File: config.mk
export PLATFORM = sky130hd
export DESIGN_NAME = wake_port_arbiter
export DESIGN_NICKNAME = d
export VERILOG_FILES = /design/src/rtl/wake_port_arbiter_pkg.sv /design/src/rtl/wake_src_fifo.sv /design/src/rtl/wake_port_arbiter.sv
export SDC_FILE = /design/constraint.sdc
export NUM_CORES = 1
export LEC_CHECK = 0
export CAP_MARGIN = 5
export CORE_UTILIZATION = 44
export CTS_BUF_LIST = sky130_fd_sc_hd__clkbuf_2
export CTS_CLUSTER_DIAMETER = 150
export DETAILED_ROUTE_END_ITERATION = 8
export GPL_TIMING_DRIVEN = 0
export SYNTH_ARGS = -nofsm -noshare
export SYNTH_HDL_FRONTEND = slang
export SYNTH_HIERARCHICAL = 1
export SYNTH_SLANG_ARGS = --single-unit
File: constraint.sdc
create_clock -name Clk -period 3.25 [get_ports Clk]
set_clock_uncertainty 0.05 [all_clocks]
set_input_delay 0.8125 -clock Clk [delete_from_list [all_inputs] [get_ports Clk]]
set_output_delay 0.8125 -clock Clk [all_outputs]
set_load 0.01 [all_outputs]
File: src/rtl/wake_port_arbiter_pkg.sv
// Shared wake-port types: broadcast payload, tag width constants, completion source ids.
package wake_port_arbiter_pkg;

  localparam int NUM_PHY_REG   = 64;
  localparam int PHY_W         = 6;
  localparam int NUM_WAKE_PORT = 2;

  typedef struct packed {
    logic             Valid;
    logic [PHY_W-1:0] Phydst;
  } Wake_Up_port;

  typedef enum logic [1:0] {
    WAKE_SRC_ALU0 = 2'd0,
    WAKE_SRC_ALU1 = 2'd1,
    WAKE_SRC_MUL  = 2'd2,
    WAKE_SRC_LSU  = 2'd3
  } wake_src_e;

endpackage

File: src/rtl/wake_src_fifo.sv
// Per-source in-order tag queue with circular pointers and an occupancy count.
// Push is accepted in the cycle after the head is popped at the earliest; ready follows the registered count.
module wake_src_fifo #(
  parameter  int DEPTH = 2,
  parameter  int W     = 6,
  localparam int CNT_W = $clog2(DEPTH + 1),
  localparam int PTR_W = (DEPTH > 1) ? $clog2(DEPTH) : 1
) (
  input  logic             clk,
  input  logic             rst_n,
  input  logic             flush,
  input  logic             push,
  input  logic [W-1:0]     push_dat,
  input  logic             pop,
  output logic [W-1:0]     head_dat,
  output logic [CNT_W-1:0] count,
  output logic             ready
);

  logic [DEPTH-1:0][W-1:0] mem_q, mem_d;
  logic [PTR_W-1:0]        wr_q, wr_d;
  logic [PTR_W-1:0]        rd_q, rd_d;
  logic [CNT_W-1:0]        cnt_q, cnt_d;

  function automatic logic [PTR_W-1:0] ptr_inc(input logic [PTR_W-1:0] p);
    return (p == PTR_W'(DEPTH - 1)) ? '0 : p + 1'b1;
  endfunction

  always_comb begin
    mem_d = mem_q;
    wr_d  = wr_q;
    rd_d  = rd_q;
    cnt_d = cnt_q;
    if (flush) begin
      wr_d  = '0;
      rd_d  = '0;
      cnt_d = '0;
    end else begin
      if (push) begin
        mem_d[wr_q] = push_dat;
        wr_d        = ptr_inc(wr_q);
      end
      if (pop) begin
        rd_d = ptr_inc(rd_q);
      end
      cnt_d = cnt_q + CNT_W'(push) - CNT_W'(pop);
    end
  end

  always_ff @(posedge clk or negedge rst_n) begin
    if (!rst_n) begin
      mem_q <= '0;
      wr_q  <= '0;
      rd_q  <= '0;
      cnt_q <= '0;
    end else begin
      mem_q <= mem_d;
      wr_q  <= wr_d;
      rd_q  <= rd_d;
      cnt_q <= cnt_d;
    end
  end

  assign head_dat = mem_q[rd_q];
  assign count    = cnt_q;
  assign ready    = (cnt_q < CNT_W'(DEPTH));

endmodule

File: src/rtl/wake_port_arbiter.sv
// Round-robin sharing of the two wake broadcast ports among ALU0/ALU1/MUL/LSU tag queues.
// Ports are registered (tag visible one edge after acceptance); per-source Req_Ready drops when its queue is full.
module wake_port_arbiter
  import wake_port_arbiter_pkg::*;
#(
  parameter int NUM_REQ  = int'(WAKE_SRC_LSU) + 1,
  parameter int NUM_PORT = NUM_WAKE_PORT,
  parameter int DEPTH    = 2,
  parameter int PHY_W    = wake_port_arbiter_pkg::PHY_W
) (
  input  logic                            Clk,
  input  logic                            Rst_n,
  input  logic                            Flush,
  input  logic [NUM_REQ-1:0]              Req_Valid,
  input  logic [NUM_REQ-1:0][PHY_W-1:0]   Req_Phydst,
  output logic [NUM_REQ-1:0]              Req_Ready,
  output Wake_Up_port                     Port1,
  output Wake_Up_port                     Port2,
  output logic                            Pending
);

  localparam int REQ_W = $clog2(NUM_REQ);
  localparam int CNT_W = $clog2(DEPTH + 1);

  logic [NUM_REQ-1:0]             push;
  logic [NUM_REQ-1:0]             pop;
  logic [NUM_REQ-1:0]             nonempty;
  logic [NUM_REQ-1:0][PHY_W-1:0]  head;
  logic [CNT_W-1:0]               cnt [NUM_REQ];

  logic [NUM_PORT-1:0]            gnt_vld;
  logic [NUM_PORT-1:0][REQ_W-1:0] gnt_idx;
  logic [REQ_W-1:0]               scan_idx;
  logic                           scan_taken;
  logic [REQ_W-1:0]               last_idx;
  logic                           any_gnt;

  logic [REQ_W-1:0]               rr_q, rr_d;
  Wake_Up_port [NUM_PORT-1:0]     port_q, port_d;

  // Tag 0 is permanently ready downstream, so it completes the handshake without occupying a slot.
  for (genvar i = 0; i < NUM_REQ; i++) begin : g_src
    assign push[i] = Req_Valid[i] & Req_Ready[i] & (Req_Phydst[i] != '0) & ~Flush;

    wake_src_fifo #(
      .DEPTH (DEPTH),
      .W     (PHY_W)
    ) u_fifo (
      .clk      (Clk),
      .rst_n    (Rst_n),
      .flush    (Flush),
      .push     (push[i]),
      .push_dat (Req_Phydst[i]),
      .pop      (pop[i]),
      .head_dat (head[i]),
      .count    (cnt[i]),
      .ready    (Req_Ready[i])
    );

    assign nonempty[i] = (cnt[i] != '0);
  end

  // Walk the sources circularly from rr; each non-empty source takes the next free port.
  always_comb begin
    gnt_vld    = '0;
    gnt_idx    = '0;
    scan_idx   = '0;
    scan_taken = 1'b0;
    for (int k = 0; k < NUM_REQ; k++) begin
      scan_idx   = REQ_W'((int'(rr_q) + k) % NUM_REQ);
      scan_taken = 1'b0;
      for (int p = 0; p < NUM_PORT; p++) begin
        if (!scan_taken && !gnt_vld[p] && nonempty[scan_idx]) begin
          gnt_vld[p] = 1'b1;
          gnt_idx[p] = scan_idx;
          scan_taken = 1'b1;
        end
      end
    end
  end

  always_comb begin
    pop      = '0;
    any_gnt  = 1'b0;
    last_idx = '0;
    port_d   = '0;
    for (int p = 0; p < NUM_PORT; p++) begin
      if (gnt_vld[p]) begin
        pop[gnt_idx[p]]  = 1'b1;
        any_gnt          = 1'b1;
        last_idx         = gnt_idx[p];
        port_d[p].Valid  = 1'b1;
        port_d[p].Phydst = head[gnt_idx[p]];
      end
    end
    rr_d = rr_q;
    if (any_gnt) begin
      rr_d = (last_idx == REQ_W'(NUM_REQ - 1)) ? '0 : last_idx + 1'b1;
    end
    if (Flush) begin
      rr_d   = '0;
      port_d = '0;
    end
  end

  always_ff @(posedge Clk or negedge Rst_n) begin
    if (!Rst_n) begin
      rr_q   <= '0;
      port_q <= '0;
    end else begin
      rr_q   <= rr_d;
      port_q <= port_d;
    end
  end

  assign Port1   = port_q[0];
  assign Port2   = port_q[1];
  assign Pending = |nonempty;

endmodule

Yosys cells after proc, flatten, opt, wreduce, memory -nomap -nowiden --
Index checks and enable logic that the tools add are counted. W data, S select, Z words.
Word-level totals: bits in registers 80, bits of input ports 31, output and inout bits 19, logic and storage cells 226
Operators by class: add/sub/neg operators 20, magnitude comparators 24, equality and inequality tests 1, mux-type cells 95, bitwise gates (word level) 14, reduce and logical (&&, ||, !) cells 47
Operators by type and width (number):
- $mux W6 | 14
- $bwmux W12 | 4
- $mux W1 | 43
- $mux W2 | 17
- $reduce_bool A2 Y1 | 13
- $bmux W6 S2 | 2
- $demux W6 S1 | 4
- $reduce_bool A6 Y1 | 4
- $lt A2 B3 Y1 const B | 6
- $logic_and A1 B1 Y1 | 16
- $lt A1 B2 Y1 const B | 8
- $mux W14 | 1
- $mux W7 | 2
- $and A1 B1 Y1 | 12
- $logic_not A1 Y1 | 9
- $add A1 B1 Y1 const B | 8
- $add A2 B1 Y2 | 4
- $bmux W1 S2 | 4
- $lt A2 B2 Y1 const B | 4
- $mux W4 | 2
- $reduce_and A2 Y1 | 4
- $sub A2 B1 Y2 | 4
- $add A2 B1 Y2 const B | 2
- $add A2 B2 Y2 const B | 2
- other kinds (7) | 12

Depth between registers and ports, before layout --
Gate-level depths: netlist (run 1).
depth in word-level cells 27, mapped depth 11

Hierarchy --
Netlist (run 1), hierarchy kept.
Modules (own cells, without submodules):
- wake_src_fifo | instances 4, cells an instance 49, area an instance 733.2 µm², seq. area each 400.4 µm²
- wake_port_arbiter | instances 1, cells an instance 175, area an instance 1521.5 µm², seq. area each 400.4 µm²

Least setup slack after synthesis (run 1) --
OpenSTA, ideal clock, no wires.
path kind register to register, from register g_src[2].u_fifo.cnt_q[1], to register g_src[1].u_fifo.cnt_q[1], library setup time 0.072 ns, arrival time 2.406 ns, required time 3.128 ns, setup slack 0.723 ns, stages on the path, launching flop included 11, clock period less this slack 2.527 ns, cell sequence dfrtp_1 nor2_1 clkbuf_1 nor2_1 maj3_1 a21oi_1 ha_1 inv_1 ha_1 xnor3_1 nor2_1
Between the ends: word-level cells in the longest chain between the ends 27, elaborated cells between the ends (all ways) 62, classes of those cells add/sub (1); order compare (4); mux (34); bitwise (1); reduce/logical (22)
Ends and longest elaborated chain:
- from (decl) | line wake_src_fifo.sv:23 | logic [CNT_W-1:0] cnt_q, cnt_d;
- from (signal assigned) | line wake_src_fifo.sv:60 | cnt_q <= cnt_d;
- $reduce_bool A2 Y1 (*) | line wake_port_arbiter.sv:60 | assign nonempty[i] = (cnt[i] != '0);
- $bmux W1 S2 | line wake_port_arbiter.sv:73 | if (!scan_taken && !gnt_vld[p] && nonempty[scan_idx]) begin
- $mux W1 (implied by the code) | line wake_port_arbiter.sv:73
- $mux W1 | line wake_port_arbiter.sv:73
- $logic_not A1 Y1 | line wake_port_arbiter.sv:73
- $logic_and A1 B1 Y1 | line wake_port_arbiter.sv:73
- $mux W1 | line wake_port_arbiter.sv:73
- $logic_not A1 Y1 | line wake_port_arbiter.sv:73
- [13 not listed]
- $mux W1 (implied by the code) | line wake_port_arbiter.sv:89 | pop[gnt_idx[p]] = 1'b1;
- $demux W1 S2 | line wake_port_arbiter.sv:89
- $or A4 B4 Y4 (no line)
- $mux W4 (*) | line wake_port_arbiter.sv:88 | if (gnt_vld[p]) begin
- via pop[1] | line wake_port_arbiter.sv:26 | logic [NUM_REQ-1:0] pop;
- $sub A2 B1 Y2 (*) | line wake_src_fifo.sv:46 | cnt_d = cnt_q + CNT_W'(push) - CNT_W'(pop);
- $mux W2 (*) | line wake_src_fifo.sv:34 | if (flush) begin
- via g_src[1].u_fifo.cnt_d[1] | line wake_src_fifo.sv:23
- to (signal assigned) | line wake_src_fifo.sv:60
- to (decl) | line wake_src_fifo.sv:23
The timed path passes the listed nets; every way through them passes the cells marked *. The select of a mux whose other input is x is not followed. A chain may end at the register's enable or synchronous reset.

Worst setup path after layout (run 1) --
from input Flush, to register g_src[0].u_fifo/mem_q[0] (netlist bit)
Between the ends: word-level cells in the longest chain between the ends 3
Ends and longest elaborated chain:
- from (decl) | line wake_port_arbiter.sv:13 | input logic Flush,
- $not A1 Y1 (no line)
- $and A1 B1 Y1 | line wake_port_arbiter.sv:43 | assign push[i] = Req_Valid[i] & Req_Ready[i] & (Req_Phydst[i] != '0) & ~Flush;
- via push[0] | line wake_port_arbiter.sv:25 | logic [NUM_REQ-1:0] push;
- $reduce_and A2 Y1 (no line)
- to (signal assigned) | line wake_src_fifo.sv:57 | mem_q <= mem_d;
- to (decl) | line wake_src_fifo.sv:20 | logic [DEPTH-1:0][W-1:0] mem_q, mem_d;
The timed path passes the listed nets, and every way through them passes these cells.

==> results of run 1 <==
[cell type report]
type                    instances  area, µm²
clock buffers                   9       45.0
repair buffers                 50        507
plain buffers                  20        114
clock inverters                 6       92.6
well taps                     133        166
inverters                      14       52.6
multi-input cells             257       2300
flip-flops and latches         80       2000
fillers                       885       4500
[metal layers]
metal | GRT usage | routed length [µm] | vias to the layer above
li1 | - | - | 1490
met1 | 0.294 | 4740 | 1587
met2 | 0.342 | 4840 | 118
met3 | 0.0400 | 672 | 23
met4 | 0.0802 | 228 | 0
met5 | 0 | 0 | -
[cell usage after synthesis (4+ instances only)]
cell	instances	area (µm²)
buf_2	8	40.0
dfrtp_1	80	2000
and2b_1	4	30.0
ha_1	8	100
nor2_1	22	82.6
inv_1	14	52.6
a21oi_1	7	35.0
nor3_1	13	65.1
mux2_2	72	811
mux2i_1	24	240
or4_1	6	45.0
o22ai_1	14	87.6
nand2_1	13	48.8
nand3b_2	4	45.0
nor3b_4	4	75.1
o21ai_0	7	35.0
clkbuf_1	7	26.3
xnor3_1	4	90.1
o21ai_1	4	20.0
xnor2_1	8	70.1
[worst reg2reg max path: cells and delay by family, from the launching register on]
family / cells / cell delay, ps
simple gates: 2 / 240
buf+inv: 3 / 830
fa+ha+maj: 3 / 800
flops: 1 / 410
compound gates: 1 / 320
xor+xnor: 1 / 200
[state kept, by name, summed over array words and instances (netlist names)]
register,flops
g_src.u_fifo/mem_q,48
Port2,7
g_src.u_fifo/count,8
Port1,7
g_src.u_fifo/wr_q,4
rr_q,2
g_src.u_fifo/rd_q,4
[where the power goes]
part	leakage (nW)	internal [mW]	total [mW]	switching [mW]
sequential	1.02	1.38	1.61	0.227
combinational	1.16	1.40	2.81	1.41
clock	0.0819	0.258	0.630	0.372
total	2.26	3.03	5.04	2.01
[what timing repair did]
| action | CTS | global route |
|---|---|---|
| buffers inserted | 0 | 0 |
| hold buffers | 0 | 0 |
| gates resized for setup | 4 | 2 |
| pin swaps | 0 | 0 |
| setup endpoints to repair | 51 | 1 |
[cell families (layout without fill, tap and decap cells)]
group,after synthesis,count (layout),synth area share
AOI/OAI and AO/OA,58,58,0.0997
xor gates and xnor gates,12,12,0.0360
adders and majority gates,10,10,0.0272
buffers and inverters,34,99,0.0368
DFF,80,80,0.449
muxes,96,96,0.236
and+or+nand+nor,81,81,0.115
[through the flow]
| step | setup slack [ps] | util | hold WS (ps) | area (µm²) | TNS [ps] |
|---|---|---|---|---|---|
| global route | 28.5 | 0.540 | 149 | 5280 | 0 |
| global placement | -1630 | 0.523 | 431 | 5110 | -177960 |
| detailed placement | -976 | 0.525 | 439 | 5130 | -49240 |
| floorplan | 723 | - | 424 | 4450 | 0 |
| finish | 140 | 0.540 | 148 | 5280 | 0 |
| CTS | 58.3 | 0.539 | 146 | 5270 | 0 |
[path summary, 6_finish.rpt]
check | startpoint | endpoint | slack [ps] | cells after the start
setup / recovery | Flush | g_src[0].u_fifo/mem_q[0] | 140 | 5
hold / removal | Rst_n | g_src[0].u_fifo/count[1] | 150 | 1
setup reg to reg | rr_q[0] | g_src[1].u_fifo/count[1] | 310 | 10
hold reg to reg | g_src[1].u_fifo/mem_q[6] | g_src[1].u_fifo/mem_q[6] | 480 | 1
max in group asynchronous | Rst_n | Port1[0] | 2390 | 2
min in group Clk | g_src[1].u_fifo/mem_q[6] | g_src[1].u_fifo/mem_q[6] | 480 | 1
[cell usage in the layout, fill, tap and decap left out, types with 5 or more instances in the layout]
cell type / count
buf_2: 8
mux2_2: 72
nand2_1: 13
nor2_1: 20
o21ai_0: 7
xnor2_1: 8
clkbuf_1: 5
nor3_1: 13
o22ai_1: 14
ha_1: 8
clkbuf_2: 11
inv_1: 14
or4_1: 6
clkdlybuf4s50_1: 47
mux2i_1: 24
dfrtp_1: 80
a21oi_1: 7
==> metrics.md, run 1 <==
| Metric | Value |
|---|---|
| Sequential fraction of the synthesis area | `0.449` |
| Slew headroom | `0.131` |
| IO Port Bufs | `49` |
| Initial antenna violation count | `0` |
| Outcome | `complete, no violations` |
| Cell Rows | `36` |
| FMAX | `322 MHz` |
| Clk Tree Root Cell | `clkbuf_2` |
| Total track usage | `0.215` |
| Synth async-reset ratio | `1.00` |
| Layout overhead on the synthesized area | `18.5%` |
| First-pass GRT wire length | `16.9 mm` |
| Maximum VDD drop | `0.433 mV` |
| # clock sinks | `80` |
| Max cap viols | `0` |
| Largest net degree at the start of global routing | `42` |
| Syn. warnings | `6` |
| Clock transition at the registers of the reported paths | `250 ps` |
| Cell Pwr Density | `956 mW/mm²` |
| CP Class | `in -> reg` |
| Worst Path Arrival | `3490 ps` |
| Tcrit/Tclk final | `0.957` |
| Worst path required time | `3630 ps` |
| Least-Margin Pin Slew | `1300 ps` |
| Worst path slowest cell | `dlygate4sd2_1` |
| DRC | `0` |
| Leak | `2.26 nW` |
| Hold WC Path Type | `in -> async` |
| # setup viols final | `0` |
| Startpoint Class | `primary input` |
| Wirelength per Cell | `18.4 µm` |
| Top delay family on crit path | `buffers and inverters` |
| Drt total wl | `10.5 mm` |
| Synthesized instance count | `371` |
| Initial DRC count | `134` |
| Number of buffers and inverters on the critical path | `2` |
| IO Pins | `50` |
| Total Power | `5.04 mW` |
| Synth Net Count | `410` |
| Minimum clock period | `3110 ps` |
| GP Congestion | `0.920` |
| Overflow after GRT | `0` |
| Mapped Area | `0.00445 mm²` |
| Vias per std cell | `5.66` |
| Total CTS buffers | `9` |
| Antenna diodes | `0` |
| Antenna viol nets, final | `0` |
| Distinct cells, synth | `59` |
| Ys flop type | `dfrtp_1` |
| Final Hold Violating Endpoints | `0` |
| Vias in the first global route | `3190` |
| Initial Utilization | `0.456` |
| Die outline height | `103 µm` |
| Share of cells above drive strength 1 | `0.278` |
| Synthesized flop and latch total | `80` |
| Number of enable flip-flop cells after synthesis | `0` |
| Core ar. | `0.00977 mm²` |
| Post-Layout Cell Count | `569` |
| CTS Buffer Depth | `2` |
| First-pass detailed-route iteration total | `4` |
| CTS tree | `built` |
| Crit-path max FO | `25` |
| Detailed Place HPWL | `7.73 mm` |
| Dpl cells | `554` |
| Die X | `103 µm` |
| RSZ-0062 raised after global routing | `no` |
| H-tree depth | `3` |
| Fin nets | `471` |
| Mean Syn Cell Area | `12.0 µm²` |
| Vias | `3218` |
| Skew-Pair Late Insertion Delay | `540 ps` |
| Max stage delay on crit path | `670 ps` |
| Final max-slew violation count | `0` |
| Crit. End Element | `flop` |
| Crit-path cells | `dlygate4sd2_1 -> clkbuf_1 -> nor3_1 -> nor3b_4 -> mux2_2` |
| Die Area | `0.0105 mm²` |
Note: power is estimated with default switching activity, not from simulation.
==> inputs of run 2 (changes only) <==
- PLACE_DENSITY_LB_ADDON: unset -> 0.25
- SKIP_CTS_REPAIR_TIMING: unset -> 1
==> metrics.md, run 2 (synthesis gave the netlist of run 1 again) <==
| Metric | Value |
|---|---|
| Outcome | `complete, no violations` |
| Pre-CTS WS | `-841 ps (+135 ps)` |
| Minimum clock period | `3100 ps (-6.88 ps)` |
| CP Class | `reg -> out` |
| Drt total wl | `10.3 mm (-1.4%)` |
| Skew-Pair Late Insertion Delay | `580 ps (+40 ps)` |
| Post-Layout Cell Count | `570 (+0.18%)` |
| Slew headroom | `0.171 (+0.0404)` |
| Tcrit/Tclk final | `0.955 (-0.00212)` |
| GP Congestion | `0.954 (+3.6%)` |
| IO Port Bufs | `49 (unchanged)` |
| Crit path from | `g_src[2].u_fifo/count[1]` |
| Total CTS buffers | `9 (unchanged)` |
| Largest register FFs | `48 (unchanged)` |
| IO Pins | `50 (unchanged)` |
| H-tree depth | `3 (unchanged)` |
| Post-route setup slack | `147 ps (+6.88 ps)` |
| Layout overhead on the synthesized area | `17.8%` |
| Least-Margin Pin Slew | `1240 ps (-62.6 ps)` |
| Maximum VDD drop | `0.372 mV (-14%)` |
| Startpoint Class | `flop` |
| Die Area | `0.0105 mm² (unchanged)` |
| Fillers | `889 (+0.45%)` |
| Antenna viol nets, final | `0 (unchanged)` |
| Core ar. | `0.00977 mm² (unchanged)` |
| Wirelength per Cell | `18.1 µm (-1.6%)` |
| Vias | `3171 (-1.5%)` |
| Detailed Place HPWL | `7.45 mm (-3.6%)` |
| Worst Path Arrival | `2240 ps (-1250 ps)` |
| Clock transition at the registers of the reported paths | `230 ps (-20 ps)` |
| Initial Utilization | `0.456 (unchanged)` |
| First-pass detailed-route iteration total | `5 (+1)` |
| Vias in the first global route | `3109 (-2.5%)` |
| CTS tree | `built` |
| Largest net degree at the start of global routing | `44 (+4.8%)` |
| DRC | `0 (unchanged)` |
| Commonest non-fill, non-tap cell in the layout | `dfrtp_1` |
| Crit. End Element | `output pin` |
| First-pass GRT wire length | `16.5 mm (-2.1%)` |
| Cell Pwr Density | `935 mW/mm² (-2.2%)` |
| Initial DRC count | `178 (+33%)` |
| FMAX | `322 MHz (+0.22%)` |
| Overflow after GRT | `0 (unchanged)` |
| Antenna diodes | `0 (unchanged)` |
| Die X | `103 µm (unchanged)` |
| Fin nets | `471 (unchanged)` |
| Clk Tree Root Cell | `clkbuf_2` |
| Dpl cells | `554 (unchanged)` |
| Largest Register | `g_src.u_fifo/mem_q` |
| Hold WC Path Type | `in -> async` |
| RSZ-0062 raised after global routing | `no` |
| Total track usage | `0.211 (-0.00430)` |
| CTS Buffer Depth | `2 (unchanged)` |
| # clock sinks | `80 (unchanged)` |
| Worst path required time | `2390 ps (-1240 ps)` |
| Total Power | `4.90 mW (-2.8%)` |
| Cell Rows | `36 (unchanged)` |
| Reg2reg start | `rr_q[0]` |
| Leak | `2.23 nW (-0.95%)` |
| # setup viols final | `0 (unchanged)` |
| Final Hold Violating Endpoints | `0 (unchanged)` |
| Vias per std cell | `5.56 (-1.6%)` |
| Crit-path max FO | `10 (-60%)` |
| Max cap viols | `0 (unchanged)` |
| Share of cells above drive strength 1 | `0.281 (+0.00394)` |
| Initial antenna violation count | `0 (unchanged)` |
| Most frequent cells in the layout | `79 x dfrtp_1, 72 x mux2_2, 47 x clkdlybuf4s50_1` |
| Die outline height | `103 µm (unchanged)` |
| Final max-slew violation count | `0 (unchanged)` |
[run 2: changes by cell type in the layout (fill, tap and decap cells not counted), sizes merged]
cell          previous run  this run
dlymetal6s2s             0         1
dlygate4sd2              1         0
bufinv                   2         0
clkinvlp                 0         3
[run 2: area by class of cell]
class,instances,area [µm²],area share
inverters,14,52.6,0.0100
multi-input cells,257,2300,0.438
repair buffers,50,510,0.0973
plain buffers,20,114,0.0217
flip-flops and latches,80,2000,0.382
clock buffers,9,45.0,0.00859
well taps,133,166,0.0317
clock inverters,7,55.1,0.0105
[run 2: stage by stage]
stage,cell area (µm²),setup TNS [ps],hold WS [ps],util
detailed placement,5130,-45090,437,0.525
global route,5250,0,101,0.537
CTS,5230,-5760,120,0.535
finish,5250,0,113,0.537
floorplan,4450,0,424,-
global placement,5110,-171300,431,0.523
[run 2: worst max-delay path: stages, from the launching register on]
cell             delay (ps)
dfrtp_1                 550
nor2_4                  240
clkbuf_2                280
nand3_1                 120
clkdlybuf4s50_1         500
[run 2: routing by layer]
layer | vias to the layer above | wire [µm] | track usage
met4 | 0 | 195 | 0.0813
met3 | 19 | 531 | 0.0339
met5 | - | 0 | 0
met1 | 1558 | 4760 | 0.294
li1 | 1483 | - | -
met2 | 111 | 4850 | 0.331
[run 2: where the power goes]
part | total, mW | switching [mW] | leakage (nW) | internal, mW
Clock | 0.500 | 0.393 | 0.0541 | 0.107
Sequential | 1.61 | 0.232 | 1.02 | 1.38
Combinational | 2.79 | 1.39 | 1.16 | 1.40
[run 2: worst paths after layout]
| path | endpoint | slack [ps] | cells after the start |
|---|---|---|---|
| setup / recovery | Pending | 150 | 4 |
| hold reg to reg | g_src[3].u_fifo/mem_q[6] | 480 | 1 |
| setup reg to reg | g_src[1].u_fifo/count[1] | 290 | 10 |
| hold / removal | g_src[0].u_fifo/count[1] | 110 | 1 |
| max in group asynchronous | Port2[0] | 2450 | 2 |
| min in group Clk | g_src[3].u_fifo/mem_q[6] | 480 | 1 |
